$ cat config.mk
export PLATFORM = sky130hd
export DESIGN_NAME = datapath_laser_flat
export DESIGN_NICKNAME = d
export VERILOG_FILES = /design/src/rtl/laser_pkg.sv /design/src/rtl/datapath_laser_if.sv /design/src/rtl/line_rasterizer.sv /design/src/rtl/datapath_laser.sv /design/src/flat_wrapper.sv
export SDC_FILE = /design/constraint.sdc
export NUM_CORES = 1
export LEC_CHECK = 0
export ABC_AREA = 0
export CAP_MARGIN = 25
export CELL_PAD_IN_SITES_DETAIL_PLACEMENT = 1
export CELL_PAD_IN_SITES_GLOBAL_PLACEMENT = 1
export CORE_MARGIN = 2
export CORE_UTILIZATION = 30
export DETAILED_ROUTE_END_ITERATION = 8
export HOLD_SLACK_MARGIN = 0.1
export PLACE_DENSITY_LB_ADDON = 0.1
export REMOVE_ABC_BUFFERS = 1
export SKIP_CTS_REPAIR_TIMING = 1
export SLEW_MARGIN = 20
export SYNTH_ARGS = -nofsm -noshare
export SYNTH_HDL_FRONTEND = slang
export SYNTH_SLANG_ARGS = --single-unit
$ cat constraint.sdc
create_clock -name clk -period 13 [get_ports clk]
set_clock_uncertainty 0.2 [all_clocks]
set_input_delay 2.6 -clock clk [delete_from_list [all_inputs] [get_ports clk]]
set_output_delay 2.6 -clock clk [all_outputs]
set_load 0.02 [all_outputs]
$ cat src/rtl/laser_pkg.sv
`default_nettype none
// ============================================================================
//  Module      : laser_pkg
//  Description : Shared screen geometry, colour constants and datapath state
//                encoding for the laser-tower datapath.
//  Revision    : 1.0 - initial release
// ============================================================================
package laser_pkg;

    localparam int SCREEN_W = 160;
    localparam int SCREEN_H = 120;
    localparam int X_W      = 8;
    localparam int Y_W      = 7;

    localparam logic [2:0] BLACK        = 3'b000;
    localparam logic [2:0] LASER_COLOUR = 3'b100;

    typedef enum logic [1:0] {
        ST_IDLE     = 2'd0,
        ST_SETUP    = 2'd1,
        ST_LINE     = 2'd2,
        ST_COOLDOWN = 2'd3
    } dp_state_t;

endpackage
`default_nettype wire

$ cat src/rtl/datapath_laser_if.sv
`default_nettype none
// ============================================================================
//  Module      : datapath_laser_if
//  Description : Controller strobes/feedback and pixel stream between the
//                laser-tower control FSM and its datapath.
//  Revision    : 1.0 - initial release
// ============================================================================
interface datapath_laser_if #(
    parameter int X_W = 8,
    parameter int Y_W = 7
);
    logic [X_W-1:0] tower_x;
    logic [Y_W-1:0] tower_y;
    logic [X_W-1:0] car_x;
    logic [Y_W-1:0] car_y;
    logic           draw_laser;
    logic           erase;
    logic           delay;
    logic [X_W-1:0] x_out;
    logic [Y_W-1:0] y_out;
    logic [2:0]     colour_out;
    logic           plot;
    logic           draw_done;
    logic           erase_done;
    logic           delay_done;
    logic           drawn;

    modport master (
        output tower_x, tower_y, car_x, car_y, draw_laser, erase, delay,
        input  x_out, y_out, colour_out, plot, draw_done, erase_done, delay_done, drawn
    );

    modport slave (
        input  tower_x, tower_y, car_x, car_y, draw_laser, erase, delay,
        output x_out, y_out, colour_out, plot, draw_done, erase_done, delay_done, drawn
    );

endinterface
`default_nettype wire

$ cat src/rtl/line_rasterizer.sv
`default_nettype none
// ============================================================================
//  Module      : line_rasterizer
//  Description : Bresenham line engine; loads its terms on start, then emits
//                one pixel per cycle from (x0,y0) to (x1,y1) inclusive.
//  Revision    : 1.0 - initial release
// ============================================================================
module line_rasterizer #(
    parameter int X_W = 8,
    parameter int Y_W = 7
) (
    input  logic           clk,
    input  logic           reset,
    input  logic           start,
    input  logic [X_W-1:0] x0,
    input  logic [Y_W-1:0] y0,
    input  logic [X_W-1:0] x1,
    input  logic [Y_W-1:0] y1,
    input  logic [2:0]     colour,
    output logic [X_W-1:0] x,
    output logic [Y_W-1:0] y,
    output logic [2:0]     colour_out,
    output logic           plot,
    output logic           last
);
    import laser_pkg::*;

    localparam int D_W = ((X_W > Y_W) ? X_W : Y_W) + 1;
    localparam int E_W = D_W + 1;

    logic                  r_busy;
    logic [X_W-1:0]        r_x, r_x1;
    logic [Y_W-1:0]        r_y, r_y1;
    logic [2:0]            r_colour;
    logic signed [D_W-1:0] r_dx, r_dy;
    logic signed [E_W-1:0] r_err;
    logic                  r_sx_neg, r_sy_neg;

    logic signed [D_W-1:0] w_ddx, w_ddy, w_adx, w_ndy;
    logic signed [E_W:0]   w_e2, w_dx_ext, w_dy_ext;
    logic signed [E_W-1:0] w_err_next;
    logic                  w_step_x, w_step_y, w_last;

    assign w_ddx = $signed(D_W'(x1)) - $signed(D_W'(x0));
    assign w_ddy = $signed(D_W'(y1)) - $signed(D_W'(y0));
    assign w_adx = w_ddx[D_W-1] ? -w_ddx : w_ddx;
    // dy is carried as the negated magnitude so both step tests are plain compares
    assign w_ndy = w_ddy[D_W-1] ? w_ddy : -w_ddy;

    assign w_e2     = {r_err, 1'b0};
    assign w_dx_ext = {{2{r_dx[D_W-1]}}, r_dx};
    assign w_dy_ext = {{2{r_dy[D_W-1]}}, r_dy};
    assign w_step_x = (w_e2 >= w_dy_ext);
    assign w_step_y = (w_e2 <= w_dx_ext);
    assign w_err_next = r_err
                      + (w_step_x ? {r_dy[D_W-1], r_dy} : '0)
                      + (w_step_y ? {r_dx[D_W-1], r_dx} : '0);

    assign w_last = r_busy && (r_x == r_x1) && (r_y == r_y1);

    always_ff @(posedge clk) begin
        if (reset) begin
            r_busy   <= 1'b0;
            r_x      <= '0;
            r_y      <= '0;
            r_x1     <= '0;
            r_y1     <= '0;
            r_colour <= BLACK;
            r_dx     <= '0;
            r_dy     <= '0;
            r_err    <= '0;
            r_sx_neg <= 1'b0;
            r_sy_neg <= 1'b0;
        end else if (start) begin
            r_busy   <= 1'b1;
            r_x      <= x0;
            r_y      <= y0;
            r_x1     <= x1;
            r_y1     <= y1;
            r_colour <= colour;
            r_dx     <= w_adx;
            r_dy     <= w_ndy;
            r_err    <= {w_adx[D_W-1], w_adx} + {w_ndy[D_W-1], w_ndy};
            r_sx_neg <= w_ddx[D_W-1];
            r_sy_neg <= w_ddy[D_W-1];
        end else if (r_busy) begin
            if (w_last) begin
                r_busy <= 1'b0;
            end else begin
                r_err <= w_err_next;
                if (w_step_x) r_x <= r_sx_neg ? r_x - X_W'(1) : r_x + X_W'(1);
                if (w_step_y) r_y <= r_sy_neg ? r_y - Y_W'(1) : r_y + Y_W'(1);
            end
        end
    end

    assign x          = r_x;
    assign y          = r_y;
    assign colour_out = r_busy ? r_colour : BLACK;
    assign plot       = r_busy;
    assign last       = w_last;

endmodule
`default_nettype wire

$ cat src/rtl/datapath_laser.sv
`default_nettype none
// ============================================================================
//  Module      : datapath_laser
//  Description : Laser-tower datapath: strobe decode, endpoint latch, drawn
//                flag, cooldown counter and the line rasterizer.
//                Option macro LASER_PULSE_EN alternates the drawn colour.
//  Revision    : 1.0 - initial release
// ============================================================================
module datapath_laser #(
    parameter int          X_W          = laser_pkg::X_W,
    parameter int          Y_W          = laser_pkg::Y_W,
    parameter logic [24:0] DELAY_CYCLES = 25'd5_000_000,
    parameter logic [2:0]  LASER_COLOUR = laser_pkg::LASER_COLOUR
) (
    input  logic                clk,
    input  logic                reset,
    datapath_laser_if.slave     bus
);
    import laser_pkg::*;

    dp_state_t      r_state;
    logic [X_W-1:0] r_ex;
    logic [Y_W-1:0] r_ey;
    logic [2:0]     r_colour;
    logic           r_op_erase;
    logic           r_drawn;
    logic [24:0]    r_cnt;

    logic           w_start, w_in_line, w_last;
    logic           w_draw_done, w_erase_done, w_delay_done, w_cnt_final;
    logic [2:0]     w_draw_colour;

`ifdef LASER_PULSE_EN
    logic r_pulse;

    always_ff @(posedge clk) begin
        if (reset)            r_pulse <= 1'b0;
        else if (w_draw_done) r_pulse <= ~r_pulse;
    end

    assign w_draw_colour = r_pulse ? ~LASER_COLOUR : LASER_COLOUR;
`else
    assign w_draw_colour = LASER_COLOUR;
`endif

    assign w_start      = (r_state == ST_SETUP);
    assign w_in_line    = (r_state == ST_LINE);
    assign w_draw_done  = w_in_line && w_last && !r_op_erase;
    assign w_erase_done = w_in_line && w_last &&  r_op_erase;
    assign w_cnt_final  = (r_cnt == DELAY_CYCLES - 25'd1);
    assign w_delay_done = (r_state == ST_COOLDOWN) && bus.delay && w_cnt_final;

    always_ff @(posedge clk) begin
        if (reset) begin
            r_state    <= ST_IDLE;
            r_ex       <= bus.tower_x;
            r_ey       <= bus.tower_y;
            r_colour   <= BLACK;
            r_op_erase <= 1'b0;
            r_drawn    <= 1'b0;
            r_cnt      <= '0;
        end else begin
            if (w_draw_done)       r_drawn <= 1'b1;
            else if (w_erase_done) r_drawn <= 1'b0;

            case (r_state)
                ST_IDLE: begin
                    // erase keeps the stored endpoint so it retraces the last line
                    if (bus.erase) begin
                        r_op_erase <= 1'b1;
                        r_colour   <= BLACK;
                        r_state    <= ST_SETUP;
                    end else if (bus.draw_laser) begin
                        r_op_erase <= 1'b0;
                        r_ex       <= bus.car_x;
                        r_ey       <= bus.car_y;
                        r_colour   <= w_draw_colour;
                        r_state    <= ST_SETUP;
                    end else if (bus.delay) begin
                        r_cnt   <= '0;
                        r_state <= ST_COOLDOWN;
                    end
                end
                ST_SETUP: r_state <= ST_LINE;
                ST_LINE: begin
                    if (w_last) r_state <= ST_IDLE;
                end
                ST_COOLDOWN: begin
                    if (!bus.delay || w_cnt_final) begin
                        r_cnt   <= '0;
                        r_state <= ST_IDLE;
                    end else begin
                        r_cnt <= r_cnt + 25'd1;
                    end
                end
                default: r_state <= ST_IDLE;
            endcase
        end
    end

    line_rasterizer #(
        .X_W (X_W),
        .Y_W (Y_W)
    ) u_line (
        .clk        (clk),
        .reset      (reset),
        .start      (w_start),
        .x0         (bus.tower_x),
        .y0         (bus.tower_y),
        .x1         (r_ex),
        .y1         (r_ey),
        .colour     (r_colour),
        .x          (bus.x_out),
        .y          (bus.y_out),
        .colour_out (bus.colour_out),
        .plot       (bus.plot),
        .last       (w_last)
    );

    assign bus.draw_done  = w_draw_done;
    assign bus.erase_done = w_erase_done;
    assign bus.delay_done = w_delay_done;
    assign bus.drawn      = r_drawn;

endmodule
`default_nettype wire

$ cat src/flat_wrapper.sv
// flat-port wrapper written by rule: the top's interface ports become plain ports
module datapath_laser_flat import laser_pkg::*;
#(
    parameter int          X_W          = laser_pkg::X_W,
    parameter int          Y_W          = laser_pkg::Y_W,
    parameter logic [24:0] DELAY_CYCLES = 25'd5_000_000,
    parameter logic [2:0]  LASER_COLOUR = laser_pkg::LASER_COLOUR
)
  (clk, reset, bus_tower_x, bus_tower_y, bus_car_x, bus_car_y, bus_draw_laser, bus_erase, bus_delay, bus_x_out, bus_y_out, bus_colour_out, bus_plot, bus_draw_done, bus_erase_done, bus_delay_done, bus_drawn);
  datapath_laser_if #(.X_W(X_W), .Y_W(Y_W)) bus_i ();
  input  logic clk;
  input  logic reset;
  input wire logic [$bits(bus_i.tower_x)-1:0] bus_tower_x;
  input wire logic [$bits(bus_i.tower_y)-1:0] bus_tower_y;
  input wire logic [$bits(bus_i.car_x)-1:0] bus_car_x;
  input wire logic [$bits(bus_i.car_y)-1:0] bus_car_y;
  input wire logic [$bits(bus_i.draw_laser)-1:0] bus_draw_laser;
  input wire logic [$bits(bus_i.erase)-1:0] bus_erase;
  input wire logic [$bits(bus_i.delay)-1:0] bus_delay;
  output wire logic [$bits(bus_i.x_out)-1:0] bus_x_out;
  output wire logic [$bits(bus_i.y_out)-1:0] bus_y_out;
  output wire logic [$bits(bus_i.colour_out)-1:0] bus_colour_out;
  output wire logic [$bits(bus_i.plot)-1:0] bus_plot;
  output wire logic [$bits(bus_i.draw_done)-1:0] bus_draw_done;
  output wire logic [$bits(bus_i.erase_done)-1:0] bus_erase_done;
  output wire logic [$bits(bus_i.delay_done)-1:0] bus_delay_done;
  output wire logic [$bits(bus_i.drawn)-1:0] bus_drawn;
  assign bus_i.tower_x = bus_tower_x;
  assign bus_i.tower_y = bus_tower_y;
  assign bus_i.car_x = bus_car_x;
  assign bus_i.car_y = bus_car_y;
  assign bus_i.draw_laser = bus_draw_laser;
  assign bus_i.erase = bus_erase;
  assign bus_i.delay = bus_delay;
  assign bus_x_out = bus_i.x_out;
  assign bus_y_out = bus_i.y_out;
  assign bus_colour_out = bus_i.colour_out;
  assign bus_plot = bus_i.plot;
  assign bus_draw_done = bus_i.draw_done;
  assign bus_erase_done = bus_i.erase_done;
  assign bus_delay_done = bus_i.delay_done;
  assign bus_drawn = bus_i.drawn;
  datapath_laser #(.X_W(X_W), .Y_W(Y_W), .DELAY_CYCLES(DELAY_CYCLES), .LASER_COLOUR(LASER_COLOUR)) u_core (.clk(clk), .reset(reset), .bus(bus_i));
endmodule
After elaboration in Yosys (flattened, before gate mapping)
Index checks and enable logic that the tools add are counted.
{"block": "classes", "n_addsub": 12, "n_lt_le_gt_ge": 2, "eq_ne": 14, "muxes": 46, "n_reduce_logical": 26}
{"operator": "$mux W25", "count": 4}
{"operator": "$mux W8", "count": 9}
{"operator": "$mux W7", "count": 9}
{"operator": "$mux W10", "count": 5}
{"operator": "$pmux W25 S2", "count": 1}
{"operator": "$add A25 B1 Y25 const B", "count": 1}
{"operator": "$eq A25 B23 Y1 const B", "count": 1}
{"operator": "$add A10 B10 Y10", "count": 2}
{"operator": "$mux W9", "count": 2}
{"operator": "$reduce_bool A2 Y1", "count": 8}
{"operator": "$ne A2 B2 Y1 const B", "count": 7}
{"operator": "$reduce_and A3 Y1", "count": 4}
{"operator": "$ge A11 B9 Y1", "count": 1}
{"operator": "$le A11 B9 Y1", "count": 1}
{"operator": "$add A9 B9 Y10", "count": 1}
{"operator": "$mux W2", "count": 5}
{"operator": "$mux W3", "count": 3}
{"operator": "$neg A8 Y9", "count": 1}
{"operator": "$neg A9 Y9", "count": 1}
{"operator": "$sub A8 B8 Y9", "count": 1}
{"operator": "$add A8 B1 Y8 const B", "count": 1}
{"operator": "$eq A8 B8 Y1", "count": 1}
{"operator": "$pmux W2 S4", "count": 1}
{"operator": "$sub A7 B7 Y8", "count": 1}
{"operator": "14 further kinds", "count": 29}
{"block": "totals", "register_bits": 111, "output_inout_bits": 23, "elab_cells": 118}

Logic depth before layout (Yosys ltp)
{"block": "depth", "depth_word": 7, "ltp_mapped": 21}

Hierarchy
Synthesis repeated with hierarchy kept, for this count alone.
{"block": "unflattened", "cells_unflattened": 880, "area_unflattened_um2": 7722.4}
{"mod": "line_rasterizer", "n_inst": 1, "cells_per_inst": 665, "area_per_inst_um2": 5557.8, "seq_area_each_um2": 1281.2}
{"mod": "datapath_laser", "n_inst": 1, "cells_per_inst": 215, "area_per_inst_um2": 2164.6, "seq_area_each_um2": 1051.0}

Least setup slack after synthesis
OpenSTA, ideal clock, no wires.
{"block": "synth_timing", "path_type": "input -> register", "startpoint": "input bus_tower_y[1]", "endpoint": "register u_core.u_line.r_err[8]", "arrival_ns": 5.993, "path_slack_ns": 6.721, "cell_stages": 16, "n_path_buf": 0, "cell_sequence": "inv_1 > ha_1 > nor2b_1 > o21a_1 > o21ai_0 > a21o_1 > a21o_1 > mux2_2 > fa_1 > a21o_1 > a21oi_1 > o21bai_1 > a2111oi_0 > or3_1 > xnor2_1 > a211oi_1"}
{"block": "synth_via", "elab_chain_len": 5}
{"element": "start: declaration", "line_no": "flat_wrapper.sv:14", "rtl": "input wire logic [$bits(bus_i.tower_y)-1:0] bus_tower_y;"}
{"element": "$sub A7 B7 Y8 (*)", "line_no": "line_rasterizer.sv:45", "rtl": "assign w_ddy = $signed(D_W'(y1)) - $signed(D_W'(y0));"}
{"element": "$neg A8 Y9", "line_no": "line_rasterizer.sv:48", "rtl": "assign w_ndy = w_ddy[D_W-1] ? w_ddy : -w_ddy;"}
{"element": "$mux W9 (*)", "line_no": "line_rasterizer.sv:48"}
{"element": "via u_core.u_line.w_ndy[1]", "line_no": "line_rasterizer.sv:39", "rtl": "logic signed [D_W-1:0] w_ddx, w_ddy, w_adx, w_ndy;"}
{"element": "$add A9 B9 Y10 (*)", "line_no": "line_rasterizer.sv:83", "rtl": "r_err <= {w_adx[D_W-1], w_adx} + {w_ndy[D_W-1], w_ndy};"}
{"element": "$mux W10 (*)", "line_no": "line_rasterizer.sv:74", "rtl": "end else if (start) begin"}
{"element": "end signal: assignment", "line_no": "line_rasterizer.sv:83"}
{"element": "end signal: assignment", "line_no": "line_rasterizer.sv:90", "rtl": "r_err <= w_err_next;"}
{"element": "end: declaration", "line_no": "line_rasterizer.sv:36", "rtl": "logic signed [E_W-1:0] r_err;"}
The timed path passes the listed nets; every way through them passes the cells marked *.
A chain may end at the register's enable or synchronous reset.

Worst setup path after layout
Same ends and word-level chain as after synthesis.

==> metrics.yaml <==
job:
  maxCapViolations: 0
power:
  seqPwrFrac_pct: 30.3
  clockPowerShare_pct: 21.4
  p_per_area_nw_per_um2: 158.6
  p_int_mw: 0.7903
  switching_power_mw: 0.6056
  total_power_mw: 1.396
  ir_drop_v: 0.00006100
  p_comb_share_pct: 48.3
  power_leakage_nw: 3.503
  sw_frac_of_total_pct: 43.38
cells_and_area:
  fin_nets: 1050
  fillers: 3002
  regArea_um2: 2292
  n_antenna_cell: 0
  multi_input_area_um2: 4891
  fin_util_pct: 35.26
  drive_gt1_share_pct: 7.668
  syn_to_final_growth_pct: 16.22
floorplanning:
  initial_core_util_pct: 30.34
  fp.dieArea_um2: 26530
  die_y_um: 162.9
  num_rows: 58
  core_um2: 24960
  die_w_um: 162.9
  io_pins: 58
global_routing:
  grt_max_degree: 54
  grt_pass1_wl_um: 35890
  grt_antenna_before_repair: 0
  grt_pass1_vias: 6586
  grt.overflow.total: 0
  grt_usage_pct: 17.49
clock_network:
  cts_buffers: 9
  clk_pin_slew_worst_paths_ns: 0.09
  cts_tree: "yes"
  clk_path_buf_depth: 2
  cts_sinks: 107
  ctsHtreeMaxLevel: 3
  insertion_delay_ns: 0.37
  cts_root_buffer: "clkbuf_16"
worst_setup_path:
  worstSetupEndpointType: "flip-flop"
  start_kind: "input pin"
  cpMostUsedCell: "a21o_1"
  critPathMaxStageDelay_ns: 0.51
  arrival_ns: 6.94
  ff2ff_setup_slack_ns: 7.69
  crit_chain: "clkdlybuf4s50_1 > inv_1 > ha_1 > nor2b_1 > o21a_1 > o21ai_0 > a21o_1 > a21o_1 > mux2_2 > fa_1 > a21o_1 > a21oi_1 > o21bai_1 > a2111oi_0 > or3_1 > xnor2_1 > a211oi_1"
  critPathMaxFanout: 7
  slowest_stage: "clkdlybuf4s50_1"
  cp.required_ns: 13.09
  path_class: "input pin to flip-flop"
synthesis:
  ys.flop_type: "dfxtp_1"
  netlist_area_um2: 7574
  synth_edf_count: 15
  yosysTopAreaCellShare_pct: 24.32
  ys_seq_area_share_pct: 30.27
  synth-xor-area-share_pct: 9.367
  synth-seq-cells: 107
  netlist_top_cells_count: "92 x dfxtp_1, 89 x nor2_1, 83 x nand2_1, 81 x a21oi_1, 75 x inv_1"
  synth_cell_type_count: 72
  yosys_warnings: 0
  async_flop_share_pct: 0
  synth_top_family_by_area: "compound AO/OA/AOI/OAI gates"
  synthTopCellsByArea: "dfxtp_1 24%, ha_1 11%, edfxtp_1 5.9%"
  synth_fa_ha_area_share_pct: 14.87
  yosys.area_share.simple_pct: 17.63
  synth_mux_area_share_pct: 3.205
  synth_top_cell_by_area: "dfxtp_1"
  yosysMostFrequentCell: "dfxtp_1"
  syn_avg_cell_area_um2: 8.500
  synthCells: 891
  synth-compound-area-share_pct: 19.13
placed_design:
  port_buffers: 55
  gp_congestion: 0.8058
  dpl.hpwl_um: 16890
worst_hold_path:
  hold_path_class: "flip-flop to flip-flop"
outcome:
  outcome: "finished, final reports clean"
sta:
  tightest_slew_ns: 0.8731
  final-max-slew-violation-count: 0
  fmax_mhz: 146.0
  timing.slew.headroom_pct: 41.66
  layout_min_cycle_time_ns: 6.849
  hold_viol: 0
  grt_setup_unrepaired: "no"
  setup_violations: 0
  min_period_over_period_pct: 52.69
  tns_ns: 0
route:
  via_count: 6353
  wl_per_cell_um: 17.54
  wirelength_um: 22250
  first_iter_violations: 202
  via_per_inst: 5.006
  ant_nets: 0
  drt_first_pass_iters: 4
  drt_drc_violations_left: 0
-- power groups by stage --
stage	sequential, mW	clock (mW)	combinational, mW
2_1_floorplan	0.427	0	0.455
4_1_cts	0.424	0.307	0.682
6_report	0.423	0.299	0.675
3_5_place_dp	0.432	0	0.677
5_1_grt	0.430	0.319	0.761
3_3_place_gp	0.433	0	0.677
-- final cells by class --
class                      count  area share [%]
multi-input combinational    679           55.57
clock buffer                   9           2.559
clock inverter                 7           1.066
timing repair buffer          62           6.880
tap                          330           4.691
inverter                      75           3.198
sequential                   107           26.04
-- logic make-up (layout without fill, tap and decap cells) --
group / Yosys count / in the layout
other: 1 / 2
DFF: 107 / 107
buffers and inverters: 106 / 153
muxes: 22 / 22
xor gates and xnor gates: 81 / 81
and+or+nand+nor: 278 / 278
adders and majority gates: 81 / 81
AOI/OAI and AO/OA: 215 / 215
-- through the flow --
step	hold slack, ns	cell area [um^2]	cells	worst slack, ns
5_1_grt	0.2755	8802	1269	5.814
3_5_place_dp	0.2480	8468	1252	5.761
4_1_cts	0.2610	8787	1268	6.114
6_report	0.2569	8802	1269	6.151
2_1_floorplan	0.2255	7443	861	6.645
3_3_place_gp	0.2464	8468	1252	5.806
-- cells in the final DEF, fill, tap and decap left out, types with 5 or more instances in the layout --
cell	instances
mux2_2	18
or3_1	8
clkbuf_16	9
nor3_1	19
inv_1	75
nor4_1	6
nand3_1	15
dfxtp_1	92
xor2_1	35
buf_4	6
ha_1	66
clkdlybuf4s50_1	54
edfxtp_1	15
a21oi_1	81
a211oi_1	19
xnor2_1	46
nor2_1	89
nand2_1	83
fa_1	15
a21o_1	13
o21ai_0	27
nor2b_1	6
nand2b_1	8
nand4_1	10
o211ai_1	5
o221a_2	9
o21a_1	12
o21bai_1	7
-- final timing paths --
check                                                from                        end  depth (start not counted)
worst max-delay path                       bus_tower_y[1]     u_core.u_line.r_err[8]                         17
worst max register to register      u_core.u_line.r_dx[8]     u_core.u_line.r_err[9]                         20
worst min-delay path            u_core.u_line.r_colour[2]  u_core.u_line.r_colour[2]                          2
worst min register to register  u_core.u_line.r_colour[2]  u_core.u_line.r_colour[2]                          2
-- registers in the layout, summed over array words and instances, names as in the netlist, 8 cells and up --
name / count
u_core.u_line.r_dx: 9
u_core.u_line.x: 8
u_core.r_cnt: 25
u_core.r_ex: 8
u_core.u_line.r_dy: 9
u_core.u_line.r_x1: 8
u_core.u_line.r_err: 10
-- worst max-delay path, delay by kind of cell --
| kind | cells | cell delay, ns |
|---|---|---|
| xor gates and xnor gates | 1 | 0.06 |
| AOI/OAI and AO/OA | 9 | 2.21 |
| adders and majority gates | 2 | 0.73 |
| buffers and inverters | 2 | 0.60 |
| and+or+nand+nor | 2 | 0.31 |
| muxes | 1 | 0.41 |
-- layer usage --
layer,track usage (%),share of wire [%],up-vias
li1,-,-,3207
met5,0,0,-
met1,24.08,50,3052
met2,28.81,46,73
met4,5.672,1.8,0
met3,1.655,2.2,21
Note: power is estimated with default switching activity, not from simulation.
